==> config.mk <==
export PLATFORM = sky130hd
export DESIGN_NAME = fifo_read_dispatch_flat
export DESIGN_NICKNAME = d
export VERILOG_FILES = /design/src/rtl/fifo_read_dispatch_if.sv /design/src/rtl/fifo_read_dispatch.sv /design/src/flat_wrapper.sv
export SDC_FILE = /design/constraint.sdc
export NUM_CORES = 1
export LEC_CHECK = 0
export ABC_AREA = 1
export CAP_MARGIN = 0
export CELL_PAD_IN_SITES_DETAIL_PLACEMENT = 0
export CELL_PAD_IN_SITES_GLOBAL_PLACEMENT = 1
export CORE_AREA = 2 2 461 463
export CTS_BUF_LIST = sky130_fd_sc_hd__clkbuf_8
export DETAILED_ROUTE_END_ITERATION = 12
export DIE_AREA = 0 0 463 465
export PLACE_DENSITY_LB_ADDON = 0.1
export SLEW_MARGIN = 20
export SYNTH_ARGS = -nofsm -noshare
export SYNTH_HDL_FRONTEND = slang
export SYNTH_SLANG_ARGS = --single-unit
==> constraint.sdc <==
create_clock -name glb_clk -period 5.3 [get_ports glb_clk]
set_input_delay 0.53 -clock glb_clk [delete_from_list [all_inputs] [get_ports glb_clk]]
set_output_delay 0.53 -clock glb_clk [all_outputs]
set_load 0.01 [all_outputs]
==> src/rtl/fifo_read_dispatch_if.sv <==
// Bus bundle between the FIFO-select requester / FIFO bank / downstream sink
// and the read dispatcher. The dispatcher takes the master modport.
interface fifo_read_dispatch_if #(
    parameter int unsigned PORT_NUM = 32,
    parameter int unsigned DATA_W   = 32
);
    logic [7:0]                 fifo_sel_code;
    logic [PORT_NUM-1:0]        fifo_empty;
    logic [PORT_NUM*DATA_W-1:0] fifo_rdata;
    logic [PORT_NUM-1:0]        fifo_rd_en;
    logic [PORT_NUM-1:0]        fifo_done;
    logic [DATA_W-1:0]          out_data;
    logic                       out_valid;
    logic                       out_sop;
    logic                       out_eop;
    logic                       out_ready;
    logic                       busy;

    modport master (
        input  fifo_sel_code, fifo_empty, fifo_rdata, out_ready,
        output fifo_rd_en, fifo_done, out_data, out_valid, out_sop, out_eop, busy
    );

    modport slave (
        output fifo_sel_code, fifo_empty, fifo_rdata, out_ready,
        input  fifo_rd_en, fifo_done, out_data, out_valid, out_sop, out_eop, busy
    );
endinterface

==> src/rtl/fifo_read_dispatch.sv <==
// Pops one length-prefixed packet from the show-ahead FIFO named by the select
// code and streams it through a one-word registered valid/ready output stage.
module fifo_read_dispatch #(
    parameter int unsigned PORT_NUM = 32,
    parameter int unsigned DATA_W   = 32,
    parameter int unsigned LEN_W    = 12
) (
    input  logic                 glb_clk,
    input  logic                 glb_areset_n,
    fifo_read_dispatch_if.master bus
);
    localparam int unsigned IDX_W = 5;

    typedef enum logic [1:0] {
        ST_IDLE  = 2'd0,
        ST_XFER  = 2'd1,
        ST_DRAIN = 2'd2,
        ST_DONE  = 2'd3
    } state_t;

    state_t              state_q;
    logic [IDX_W-1:0]    idx_q;
    logic [LEN_W-1:0]    len_q;
    logic [LEN_W-1:0]    cnt_q;
    logic [DATA_W-1:0]   out_data_q;
    logic                out_valid_q;
    logic                out_sop_q;
    logic                out_eop_q;
    logic                busy_q;
    logic [PORT_NUM-1:0] done_q;

    logic                sel_empty_c;
    logic [DATA_W-1:0]   sel_data_c;
    logic [PORT_NUM-1:0] sel_hot_c;
    logic [LEN_W-1:0]    hdr_len_c;
    logic [LEN_W-1:0]    eff_len_c;
    logic                code_ok_c;
    logic                load_c;
    logic                last_c;
    logic                unused_code_bits_c;

    // Select the latched FIFO's empty flag and head word; build its one-hot.
    always_comb begin
        sel_empty_c = 1'b1;
        sel_data_c  = '0;
        sel_hot_c   = '0;
        for (int i = 0; i < int'(PORT_NUM); i++) begin
            if (idx_q == IDX_W'(i)) begin
                sel_empty_c  = bus.fifo_empty[i];
                sel_data_c   = bus.fifo_rdata[i*int'(DATA_W) +: DATA_W];
                sel_hot_c[i] = 1'b1;
            end
        end
    end

    // Pop decision; the header's length is used directly on the first pop.
    always_comb begin
        hdr_len_c = (sel_data_c[LEN_W-1:0] == '0) ? LEN_W'(1) : sel_data_c[LEN_W-1:0];
        eff_len_c = (cnt_q == '0) ? hdr_len_c : len_q;
        code_ok_c = bus.fifo_sel_code[7] && (32'(bus.fifo_sel_code[IDX_W-1:0]) < PORT_NUM);
        load_c    = (state_q == ST_XFER) && !sel_empty_c
                    && (!out_valid_q || bus.out_ready) && (cnt_q < eff_len_c);
        last_c    = ((cnt_q + LEN_W'(1)) == eff_len_c);
    end

    assign unused_code_bits_c = ^bus.fifo_sel_code[6:IDX_W];

    assign bus.fifo_rd_en = load_c ? sel_hot_c : '0;
    assign bus.fifo_done  = done_q;
    assign bus.out_data   = out_data_q;
    assign bus.out_valid  = out_valid_q;
    assign bus.out_sop    = out_sop_q;
    assign bus.out_eop    = out_eop_q;
    assign bus.busy       = busy_q;

    // Packet sequencer and registered output stage.
    always_ff @(posedge glb_clk or negedge glb_areset_n) begin
        if (!glb_areset_n) begin
            state_q     <= ST_IDLE;
            idx_q       <= '0;
            len_q       <= '0;
            cnt_q       <= '0;
            out_data_q  <= '0;
            out_valid_q <= 1'b0;
            out_sop_q   <= 1'b0;
            out_eop_q   <= 1'b0;
            busy_q      <= 1'b0;
            done_q      <= '0;
        end else begin
            done_q <= '0;
            case (state_q)
                ST_IDLE: begin
                    if (code_ok_c) begin
                        idx_q   <= bus.fifo_sel_code[IDX_W-1:0];
                        cnt_q   <= '0;
                        busy_q  <= 1'b1;
                        state_q <= ST_XFER;
                    end
                end
                ST_XFER: begin
                    if (load_c) begin
                        out_data_q  <= sel_data_c;
                        out_valid_q <= 1'b1;
                        out_sop_q   <= (cnt_q == '0);
                        out_eop_q   <= last_c;
                        cnt_q       <= cnt_q + LEN_W'(1);
                        if (cnt_q == '0) begin
                            len_q <= hdr_len_c;
                        end
                        if (last_c) begin
                            state_q <= ST_DRAIN;
                        end
                    end else if (bus.out_ready) begin
                        out_valid_q <= 1'b0;
                        out_sop_q   <= 1'b0;
                        out_eop_q   <= 1'b0;
                    end
                end
                ST_DRAIN: begin
                    if (!out_valid_q || bus.out_ready) begin
                        out_valid_q <= 1'b0;
                        out_sop_q   <= 1'b0;
                        out_eop_q   <= 1'b0;
                        done_q      <= sel_hot_c;
                        state_q     <= ST_DONE;
                    end
                end
                ST_DONE: begin
                    busy_q  <= 1'b0;
                    state_q <= ST_IDLE;
                end
                default: begin
                    state_q <= ST_IDLE;
                end
            endcase
        end
    end
endmodule
==> src/flat_wrapper.sv <==
// flat-port wrapper written by rule: the top's interface ports become plain ports
module fifo_read_dispatch_flat 
#(
    parameter int unsigned PORT_NUM = 32,
    parameter int unsigned DATA_W   = 32,
    parameter int unsigned LEN_W    = 12
)
  (glb_clk, glb_areset_n, bus_fifo_sel_code, bus_fifo_empty, bus_fifo_rdata, bus_out_ready, bus_fifo_rd_en, bus_fifo_done, bus_out_data, bus_out_valid, bus_out_sop, bus_out_eop, bus_busy);
  fifo_read_dispatch_if #(.PORT_NUM(PORT_NUM), .DATA_W(DATA_W)) bus_i ();
  input  logic glb_clk;
  input  logic glb_areset_n;
  input wire logic [$bits(bus_i.fifo_sel_code)-1:0] bus_fifo_sel_code;
  input wire logic [$bits(bus_i.fifo_empty)-1:0] bus_fifo_empty;
  input wire logic [$bits(bus_i.fifo_rdata)-1:0] bus_fifo_rdata;
  input wire logic [$bits(bus_i.out_ready)-1:0] bus_out_ready;
  output wire logic [$bits(bus_i.fifo_rd_en)-1:0] bus_fifo_rd_en;
  output wire logic [$bits(bus_i.fifo_done)-1:0] bus_fifo_done;
  output wire logic [$bits(bus_i.out_data)-1:0] bus_out_data;
  output wire logic [$bits(bus_i.out_valid)-1:0] bus_out_valid;
  output wire logic [$bits(bus_i.out_sop)-1:0] bus_out_sop;
  output wire logic [$bits(bus_i.out_eop)-1:0] bus_out_eop;
  output wire logic [$bits(bus_i.busy)-1:0] bus_busy;
  assign bus_i.fifo_sel_code = bus_fifo_sel_code;
  assign bus_i.fifo_empty = bus_fifo_empty;
  assign bus_i.fifo_rdata = bus_fifo_rdata;
  assign bus_i.out_ready = bus_out_ready;
  assign bus_fifo_rd_en = bus_i.fifo_rd_en;
  assign bus_fifo_done = bus_i.fifo_done;
  assign bus_out_data = bus_i.out_data;
  assign bus_out_valid = bus_i.out_valid;
  assign bus_out_sop = bus_i.out_sop;
  assign bus_out_eop = bus_i.out_eop;
  assign bus_busy = bus_i.busy;
  fifo_read_dispatch #(.PORT_NUM(PORT_NUM), .DATA_W(DATA_W), .LEN_W(LEN_W)) u_core (.glb_clk(glb_clk), .glb_areset_n(glb_areset_n), .bus(bus_i));
endmodule
# Word-level counts from Yosys, hierarchy flattened
# Index checks and enable logic that the tools add are counted.
dict set report word_totals {
  reg_bits 99
  elab_cells 190
}
dict set report classes {
  n_eq_ne 40
  add_sub_neg 1
  order_cmp 1
  muxes 119
  n_reduce_logical 19
}
# op count
set ops {}
lappend ops {{32-bit two-way mux} 35}
lappend ops {{5-bit equality test (second input constant)} 16}
lappend ops {{1-bit two-way mux} 70}
lappend ops {{12-bit two-way mux} 4}
lappend ops {{5-bit by 4-bit equality test with 1-bit output (second input constant)} 8}
lappend ops {{12-bit logical NOT} 2}
lappend ops {{12-bit one-hot mux with 2 select lines} 1}
lappend ops {{5-bit by 3-bit equality test with 1-bit output (second input constant)} 4}
lappend ops {{12-bit by 1-bit adder with 12-bit output (second input constant)} 1}
lappend ops {{12-bit equality test} 1}
lappend ops {{12-bit less-than comparator} 1}
lappend ops {{5-bit by 2-bit equality test with 1-bit output (second input constant)} 2}
lappend ops {{2-bit two-way mux} 4}
lappend ops {{1-bit one-hot mux with 2 select lines} 4}
lappend ops {{2-bit one-hot mux with 4 select lines} 1}
lappend ops {{2-bit by 1-bit inequality test with 1-bit output (second input constant)} 3}
lappend ops {{2-bit AND reduction} 3}
lappend ops {{3-bit AND reduction} 2}
lappend ops {{2-bit nonzero test} 3}
lappend ops {{5-bit by 1-bit equality test with 1-bit output (second input constant)} 1}
lappend ops {{5-bit logical NOT} 1}
lappend ops {{2-bit equality test (second input constant)} 2}
lappend ops {{4-bit AND reduction} 1}
lappend ops {{1-bit logical AND} 3}
lappend ops {{6 further kinds} 7}

# Longest topological paths before layout
# Gate-level depths: netlist of run 1.
dict set report depth {
  depth_word 40
  depth_mapped 44
}

# Worst setup path after synthesis of run 1
# Ideal clock, no wire load.
dict set report synth_timing {
  path_kind {reg2out}
  from {register u_core.idx_q[4]}
  to {output bus_fifo_rd_en[10]}
  arrival_ps 4424
  path_slack_ps 346
  t_required_ps 4770
  path_stages_with_launch 34
  path_cell_list {dfrtp_1 -> buf_4 -> inv_1 -> buf_2 -> nand2_1 -> inv_1 -> clkbuf_1 -> clkbuf_1 -> mux2i_1 -> nand4_1 -> nor2_1 -> nand4_1 -> nor3b_1 -> nand4_1 -> nor2_1 -> nand3_1 -> nor2_1 -> nand4_1 -> a21oi_1 -> a21boi_0 -> ha_1 -> nor2_1 -> o211ai_1 -> nand2_1 -> a21o_1 -> a21oi_1 -> or2_2 -> nand3_1 -> nand2_1 -> nand2_1 -> a21oi_4 -> inv_2 -> buf_2 -> nor2_1}
}
dict set report synth_via {
  elab_chain_len 39
}
# element line_no
set synth_lines {}
lappend synth_lines {{start, declared} fifo_read_dispatch.sv:22} ;# logic [IDX_W-1:0] idx_q;
lappend synth_lines {{start signal, assigned} fifo_read_dispatch.sv:94} ;# idx_q <= bus.fifo_sel_code[IDX_W-1:0];
lappend synth_lines {{5-bit logical NOT} fifo_read_dispatch.sv:48} ;# if (idx_q == IDX_W'(i)) begin
lappend synth_lines {{32-bit two-way mux (31 in series)} fifo_read_dispatch.sv:48}
lappend synth_lines {{32-bit two-way mux (*)} fifo_read_dispatch.sv:48}
lappend synth_lines {{12-bit logical NOT} fifo_read_dispatch.sv:58} ;# hdr_len_c = (sel_data_c[LEN_W-1:0] == '0) ? LEN_W'(1) : sel_data_c[LEN_W-1:0];
lappend synth_lines {{12-bit two-way mux (*)} fifo_read_dispatch.sv:58}
lappend synth_lines {{12-bit two-way mux (*)} --}
lappend synth_lines {{via u_core.eff_len_c[0]} fifo_read_dispatch.sv:36} ;# logic [LEN_W-1:0] eff_len_c;
lappend synth_lines {{12-bit less-than comparator (*)} fifo_read_dispatch.sv:62} ;# && (!out_valid_q || bus.out_ready) && (cnt_q < eff_len_c);
lappend synth_lines {{1-bit logical AND (*)} fifo_read_dispatch.sv:62}
lappend synth_lines {{32-bit two-way mux (*)} fifo_read_dispatch.sv:68} ;# assign bus.fifo_rd_en = load_c ? sel_hot_c : '0;
lappend synth_lines {{end, declared} flat_wrapper.sv:16} ;# output wire logic [$bits(bus_i.fifo_rd_en)-1:0] bus_fifo_rd_en;
# Mark *: on every way through the listed nets, which the timed path passes. The rest lies on a longest branch.

# Final worst setup path of run 1
dict set report layout_timing {
  from {register u_core.idx_q[2]}
  to {output bus_fifo_rd_en[15]}
}
# The elaborated chain is that of the path after synthesis.

==> results of run 1 <==
kinds of logic after synthesis:
kind of cell	Yosys count	share of synthesized area, %
AOI/OAI and AO/OA	213	9.40
buffers and inverters	326	9.87
adders and majority gates	17	1.64
and+or+nand+nor	1746	57.8
xor gates and xnor gates	7	0.474
muxes	21	1.63
DFF	99	19.2
state kept, by name (all words and copies together), names as in the netlist:
name                  cells
u_core.bus.out_eop        1
u_core.bus.out_valid      1
u_core.bus.fifo_done     32
u_core.bus.out_data      32
u_core.bus.busy           1
u_core.cnt_q             12
u_core.state_q            2
u_core.bus.out_sop        1
u_core.idx_q              5
u_core.len_q             12
layer usage:
metal	track usage, %	vias to the layer above	routed length [um]
li1	-	10800	-
met1	19.9	10500	78100
met2	32.7	854	100000
met3	4.33	170	11000
met4	2.74	54	3170
met5	0	-	345
cell type report:
type / count / share of cell area (%)
antenna: 23 / 0.181
clock buffer: 10 / 0.433
clock inverter: 6 / 0.197
inverter: 193 / 2.31
multi-input combinational: 2004 / 30.2
sequential: 99 / 7.80
tap: 2821 / 11.1
timing repair buffer: 1571 / 47.8
stage by stage:
step / cells / hold slack [ps] / setup WS [ps] / instance area [sq um]
6_report: 6727 / 399 / -2220 / 31800
3_3_place_gp: 6647 / 464 / -2820 / 30700
5_1_grt: 6707 / 417 / -2680 / 31800
3_5_place_dp: 6647 / 467 / -2900 / 30700
2_1_floorplan: 2429 / 234 / 346 / 12900
4_1_cts: 6677 / 367 / -2620 / 31300
repair_timing:
| action | in CTS | in global routing |
|---|---|---|
| gates resized for setup | 165 | 86 |
| endpoints found under the setup margin | 93 | 93 |
| hold endpoints to repair | 41 | 0 |
| hold buffers | 1 | 0 |
| setup buffers | 10 | 27 |
| gates cloned | 3 | 0 |
| pin swaps | 17 | 23 |
path summary, 6_finish.rpt:
check / from / endpoint / slack (ps) / cells past startpoint
min: glb_areset_n / u_core.bus.out_valid / 400 / 2
min reg2reg: u_core.bus.out_data[13] / u_core.bus.out_data[13] / 490 / 2
max reg2reg: u_core.idx_q[2] / u_core.state_q[0] / -2160 / 57
max in group asynchronous: glb_areset_n / u_core.idx_q[2] / 3690 / 3
max: u_core.idx_q[2] / bus_fifo_rd_en[15] / -2220 / 41
min in group glb_clk: bus_fifo_sel_code[2] / u_core.idx_q[2] / 480 / 3
synth_stat cells (all sizes together):
master / count / share of area (%)
a211oi: 1 / 0.058
a21boi: 2 / 0.12
a21o: 1 / 0.058
a21oi: 70 / 2.8
a221oi: 2 / 0.14
a31oi: 7 / 0.34
a41oi: 1 / 0.068
and3: 2 / 0.097
buf: 39 / 1.5
clkbuf: 94 / 2.7
clkinv: 2 / 0.058
dfrtp: 99 / 19
ha: 17 / 1.6
inv: 191 / 5.5
mux2i: 21 / 1.6
nand2: 1007 / 29
nand3: 84 / 3.3
nand3b: 1 / 0.058
nand4: 220 / 11
nor2: 346 / 10
nor3: 11 / 0.46
nor3b: 3 / 0.17
nor4: 2 / 0.097
o2111a: 1 / 0.087
o2111ai: 16 / 1.1
o211ai: 6 / 0.35
o21a: 1 / 0.058
o21ai: 95 / 3.8
o21bai: 1 / 0.058
o22ai: 9 / 0.44
or2: 70 / 3.4
xor2: 7 / 0.47
power groups by stage:
stage	registers (mW)	clock network [mW]	logic (mW)
after global routing	1.15	0.773	14.4
after CTS	1.12	0.784	13.3
final	1.12	0.705	13.1
after floorplan	1.15	0	4.23
after detailed placement	1.13	0	12.9
after global placement	1.13	0	12.9
worst reg2reg max path, delay by kind of cell, from the launching register on:
kind | cells | cell delay [ps]
adder cells (fa/ha/maj) | 1 | 190
AND/OR/NAND/NOR | 29 | 3740
AO/OA/AOI/OAI | 5 | 910
flip-flops | 1 | 480
buffers and inverters | 22 | 2010
==> run_results.csv, run 1 <==
group,metric,value,unit
sta,layout_setup_ws,-2220,ps
worst_setup_path,critPathSlowestCell,"dfrtp_2",
yosys,synth_area,0.0129,sq mm
power,power_frac_comb,87.8,%
placement,portBuffers,1164,
sta,rsz0062_at_grt,"true",
floorplan,io_pins,1167,
grt,grt_pass1_wl,246,mm
yosys,syn_nets,3513,
sta,setup_violations,93,
sta,fin_crit,7520,ps
power,internal_power,6.32,mW
worst_setup_path,crit_family,"simple AND/OR/NAND/NOR gates",
detailed_routing,vias_per_cell,3.33,
grt,grt_usage,17.4,%
clock_network,cts.clk_slew.worst_paths,180,ps
floorplan,die_area,0.215,sq mm
grt,overflow,0,
worst_setup_path,end_kind,"output port",
yosys,yosysWarningCount,0,
yosys,yosysUniqueCellTypes,45,
clock_network,clock_latency,610,ps
sta,fin_crit_sh,142,%
power,pwr_density_cell,470,mW/mm^2
finish,mostFrequentLayoutCells,"clkdlybuf4s50_1, nand2_1, buf_4",
worst_setup_path,crit_buf_inv,10,
detailed_routing,ant_nets,0,
clock_network,cts-root-buf,"clkbuf_8",
placement,place_congestion,0.833,
grt,antenna_found_initial,96,
clock_network,cts_tree,"yes",
floorplan,die_x,463,um
sta,fmax,133,MHz
worst_setup_path,required,4770,ps
sta,setup_tns,-178670,ps
worst_setup_path,cp_max_fo,13,
yosys,avgSynthCellArea,5.33,sq um
min_path,hold_path.class,"in2async",
sta,hold_violations,0,
detailed_routing,drc,0,
placement,hpwlAfterDp,169,mm
detailed_routing,routed_wl,193,mm
worst_setup_path,crit_top_cell,"nand4_1",
yosys,ys_seq_area_share,19.2,%
power,p_switching,8.62,mW
floorplan,initial_core_util,6.14,%
power,ir_worst_vdd,234,uV
worst_setup_path,critPathKind,"reg2out",
grt,grt_max_degree,44,
clock_network,htreeDepth,3,
detailed_routing,wl_per_cell,28.7,um
yosys,syn_inst,2429,
worst_setup_path,cp-start-kind,"flop",
floorplan,rows,169,
worst_setup_path,worst_ep_arrival_time,6990,ps
detailed_routing,first_pass_iters,5,
power,p_seq_share,7.5,%
power,p_total,14.9,mW
clock_network,cts_buffer_depth,2,
outcome,status,"finished, violations left",
sta,finalMaxSlewViolations,0,
power,p_leak,12.6,nW
run,max_cap_viol_count,0,
finish,final_common_cell,"clkdlybuf4s50_1",
finish,multiInputGateArea,0.00960,sq mm
finish,drive_gt1_share,16.1,%
yosys,synth-seq-cells,99,
floorplan,dieHeight,465,um
clock_network,cts_sinks,99,
outcome,violations,"setup timing",
grt,grt_pass1_vias,23800,
finish,seq_area,0.00248,sq mm
finish,syn_to_final_growth,146,%
sta,tightest_slew,892,ps
finish,finish.utilization,15.1,%
detailed_routing,vias,22400,
clock_network,cts_made_buffers,9,
finish,fillCellCount,24600,
power,p_clk_share,4.7,%
power,p_sw_share,57.7,%
detailed_routing,drt_iter0_drc,1153,
sta,skew,55.4,ps
finish,finalNetCount,4962,
floorplan,core_area,0.211,sq mm
worst_setup_path,critPathMaxStageDelay,480,ps
sta,maxSlewHeadroom,40.5,%
Note: power is estimated with default switching activity, not from simulation.
==> run 2: changes to the inputs <==
Settings changed: CTS_CLUSTER_SIZE set to 8.
==> results of run 2 <==
Final layout, timing and power as in run 1 (identical DEF).
==> edit (flow settings as in run 2) <==
`PORT_NUM` is set to 32 in 3 places; all go to 16.
--- a/src/rtl/fifo_read_dispatch_if.sv
+++ b/src/rtl/fifo_read_dispatch_if.sv
@@ -2,5 +2,5 @@
 // and the read dispatcher. The dispatcher takes the master modport.
 interface fifo_read_dispatch_if #(
-    parameter int unsigned PORT_NUM = 32,
+    parameter int unsigned PORT_NUM = 16,
     parameter int unsigned DATA_W   = 32
 );
--- a/src/rtl/fifo_read_dispatch.sv
+++ b/src/rtl/fifo_read_dispatch.sv
@@ -2,5 +2,5 @@
 // code and streams it through a one-word registered valid/ready output stage.
 module fifo_read_dispatch #(
-    parameter int unsigned PORT_NUM = 32,
+    parameter int unsigned PORT_NUM = 16,
     parameter int unsigned DATA_W   = 32,
     parameter int unsigned LEN_W    = 12
--- a/src/flat_wrapper.sv
+++ b/src/flat_wrapper.sv
@@ -2,5 +2,5 @@
 module fifo_read_dispatch_flat 
 #(
-    parameter int unsigned PORT_NUM = 32,
+    parameter int unsigned PORT_NUM = 16,
     parameter int unsigned DATA_W   = 32,
     parameter int unsigned LEN_W    = 12
Interface: changed (resized bus_fifo_done, bus_fifo_empty, bus_fifo_rd_en and bus_fifo_rdata); port bits go from 1167 to 607. The function was not compared with the original's and may differ.
==> edit against run 2 <==
The run still ends with setup timing left. Largest cell class unchanged. Routed wire length fell by 46%. Clock skew is 0.029 ns lower. First-iteration DRC count down 52%. Count of clock-buffer cells in the layout fell by 1. Total power decreased by 38%. Largest power group unchanged. Core utilization shrank 5.5 points. Cell area fell by 36%. Area after synthesis fell by 36%. Critical endpoint is now bus_fifo_rd_en[7]. Sequential cell count fell by 16. Worst setup slack gained 1.8 ns.
==> edit: results (changes against run 2) <==
Timing
  – Max-slew headroom: 37.23% (-3.3 points)
  – Setup violators final: 28 (-70%)
  – Final worst setup slack: -0.4625 ns (+1.757 ns)
  – Clk_skew: 0.02591 ns (-0.02949 ns)

Placed design
  – Place WS: -1.388 ns (+1.512 ns)
  – Detailed Place HPWL: 89980 um (-47%)
  – Final GP Congestion: 0.7454 (-10%)
  – PortBufs: 604 (-48%)

Routing
  – Total Wirelength: 104100 um (-46%)
  – Antenna Nets Post-Route: 0 (unchanged)
  – Initial DRC Count: 555 (-52%)
  – Via-to-Cell Ratio: 2.539 (-24%)
  – DRT Pass-1 Iters: 5 (unchanged)

Setup path
  – CP max FO: 6 (-7)
  – RR Startpoint: u_core.idx_q[1]
  – Worst reg2reg setup slack: -0.06 ns (+2.10 ns)
  – Crit-path slowest cell: dfrtp_2
  – Max incr delay on CP: 0.47 ns
  – Reg2reg path depth: 40 (-30%)
  – Reg-to-Reg End: u_core.cnt_q[3]

Layout
  – Layout cells sized above 1: 18.27% (+2.1 points)
  – Finished Layout Cells: 5027 (-25%)
  – Layout fillers: 24690 (+0.46%)
  – Max reg flops: 32
  – Layout Nets: 2740 (-45%)

Pwr
  – Static Leak: 7.710 nW (-39%)
  – VDD IR max: 0.1278 mV (-45%)

Logic synthesis
  – Avg Synthesized Cell Area: 5.760 um^2 (+8.2%)
  – Synth warnings: 0 (unchanged)
  – Synth top area cells: nand2_1 (26%), dfrtp_1 (25%), nand4_1 (7.5%), nor2_1 (7.2%), inv_1 (5.3%)
  – Post-synth top cells: nand2_1 (585), nor2_1 (159), inv_1 (117), nand4_1 (100), dfrtp_1 (83)
  – Number of synthesized flops with an enable pin: 0 (unchanged)
  – Yosys cell types: 46 (+2.2%)
  – Mapped Nets: 1995 (-43%)
  – Ys flop type: dfrtp_1
  – Most common cell in the netlist: nand2_1
  – Seq/Total Area, Yosys: 25.06% (+5.9 points)
  – Asr flop ratio synth: 100.0% (unchanged)

CTS
  – Clock-pin slew on the worst setup and hold paths: 0.14 ns (-0.04 ns)
  – Max clock buf depth: 2 (unchanged)
  – Worst skew pair latency: 0.50 ns (-0.11 ns)
  – Cts bufs inserted: 9 (unchanged)
  – H-tree Lvls: 3 (unchanged)
  – CTS Root Buffer Type: clkbuf_8

Global routing
  – First-pass GRT wire length: 134500 um (-45%)
  – Initial antenna violation count: 61 (-36%)
  – Largest net degree at the start of global routing: 46 (+4.5%)
  – Vias in the first global route: 13620 (-43%)
  – GRT Overall Usage: 9.427% (-7.9 points)

Hold path
  – Hold Path Class: input port to asynchronous set/reset pin

Outcome
  – Violations in the final reports: setup timing
  – Status: complete, but fails checks
-- edit: power by group --
part	switching, mW	internal [mW]
sequential	0.183	0.848
clock	0.385	0.221
combinational	4.55	3.05
total	5.12	4.12
-- edit: through the flow --
step                      hold WS (ns)  setup TNS, ns  util (%)  cell area [um^2]
after floorplan                 0.2344              0         -              8288
after global placement          0.4675         -90.30     9.027             19030
after detailed placement        0.4694         -77.07     9.027             19030
after CTS                      0.09686         -35.15     9.478             19980
after global routing            0.1163         -29.05     9.630             20300
final                          0.09506         -7.200     9.636             20310
-- edit: worst max-delay path by stage --
stage	startpoint	to	cells past startpoint
after CTS	u_core.idx_q[3]	bus_fifo_rd_en[11]	33
after floorplan	u_core.idx_q[0]	bus_fifo_rd_en[10]	29
after detailed placement	bus_fifo_rdata[74]	bus_fifo_rd_en[2]	30
after global placement	bus_fifo_rdata[74]	bus_fifo_rd_en[2]	31
final	u_core.idx_q[1]	bus_fifo_rd_en[7]	36
after global routing	u_core.idx_q[2]	bus_fifo_rd_en[13]	34
-- edit: logic make-up after synthesis --
logic type	count (synthesis)	share of synthesized area, %
fa+ha+maj	17	2.566
xor+xnor	8	0.8454
compound gates	157	11.64
buf+inv	196	9.285
flops	83	25.06
mux	1	0.1208
simple gates	977	50.48
-- edit: repair_timing --
action,4_1_cts,5_1_grt
cloned,8,1
gates resized for setup,216,65
endpoints found under the setup margin,77,77
buffers inserted,26,10
pin swaps,25,24
-- edit: final cells by class --
type	count	area [um^2]	share of cell area (%)
timing repair buffer	803	7979	39.28
multi-input combinational	1161	5986	29.47
tap	2821	3530	17.37
sequential	83	2081	10.24
inverter	125	490.5	2.414
clock buffer	9	123.9	0.6098
clock inverter	7	75.07	0.3695
antenna	17	42.54	0.2094
timing repair inverter	1	7.507	0.03695
-- edit: metal layers --
layer | wire length [um] | GRT usage [%]
met1 | 41540 | 10.59
met2 | 56090 | 17.82
met3 | 5179 | 2.345
met4 | 1227 | 1.872
met5 | 103 | 0
-- edit: worst max-delay path: cells and delay by family, from the launching register on --
kind            cells  cell delay, ns
simple gates       21            2.00
flops               1            0.47
compound gates      7            1.11
buf+inv             7            0.90
fa+ha+maj           1            0.20
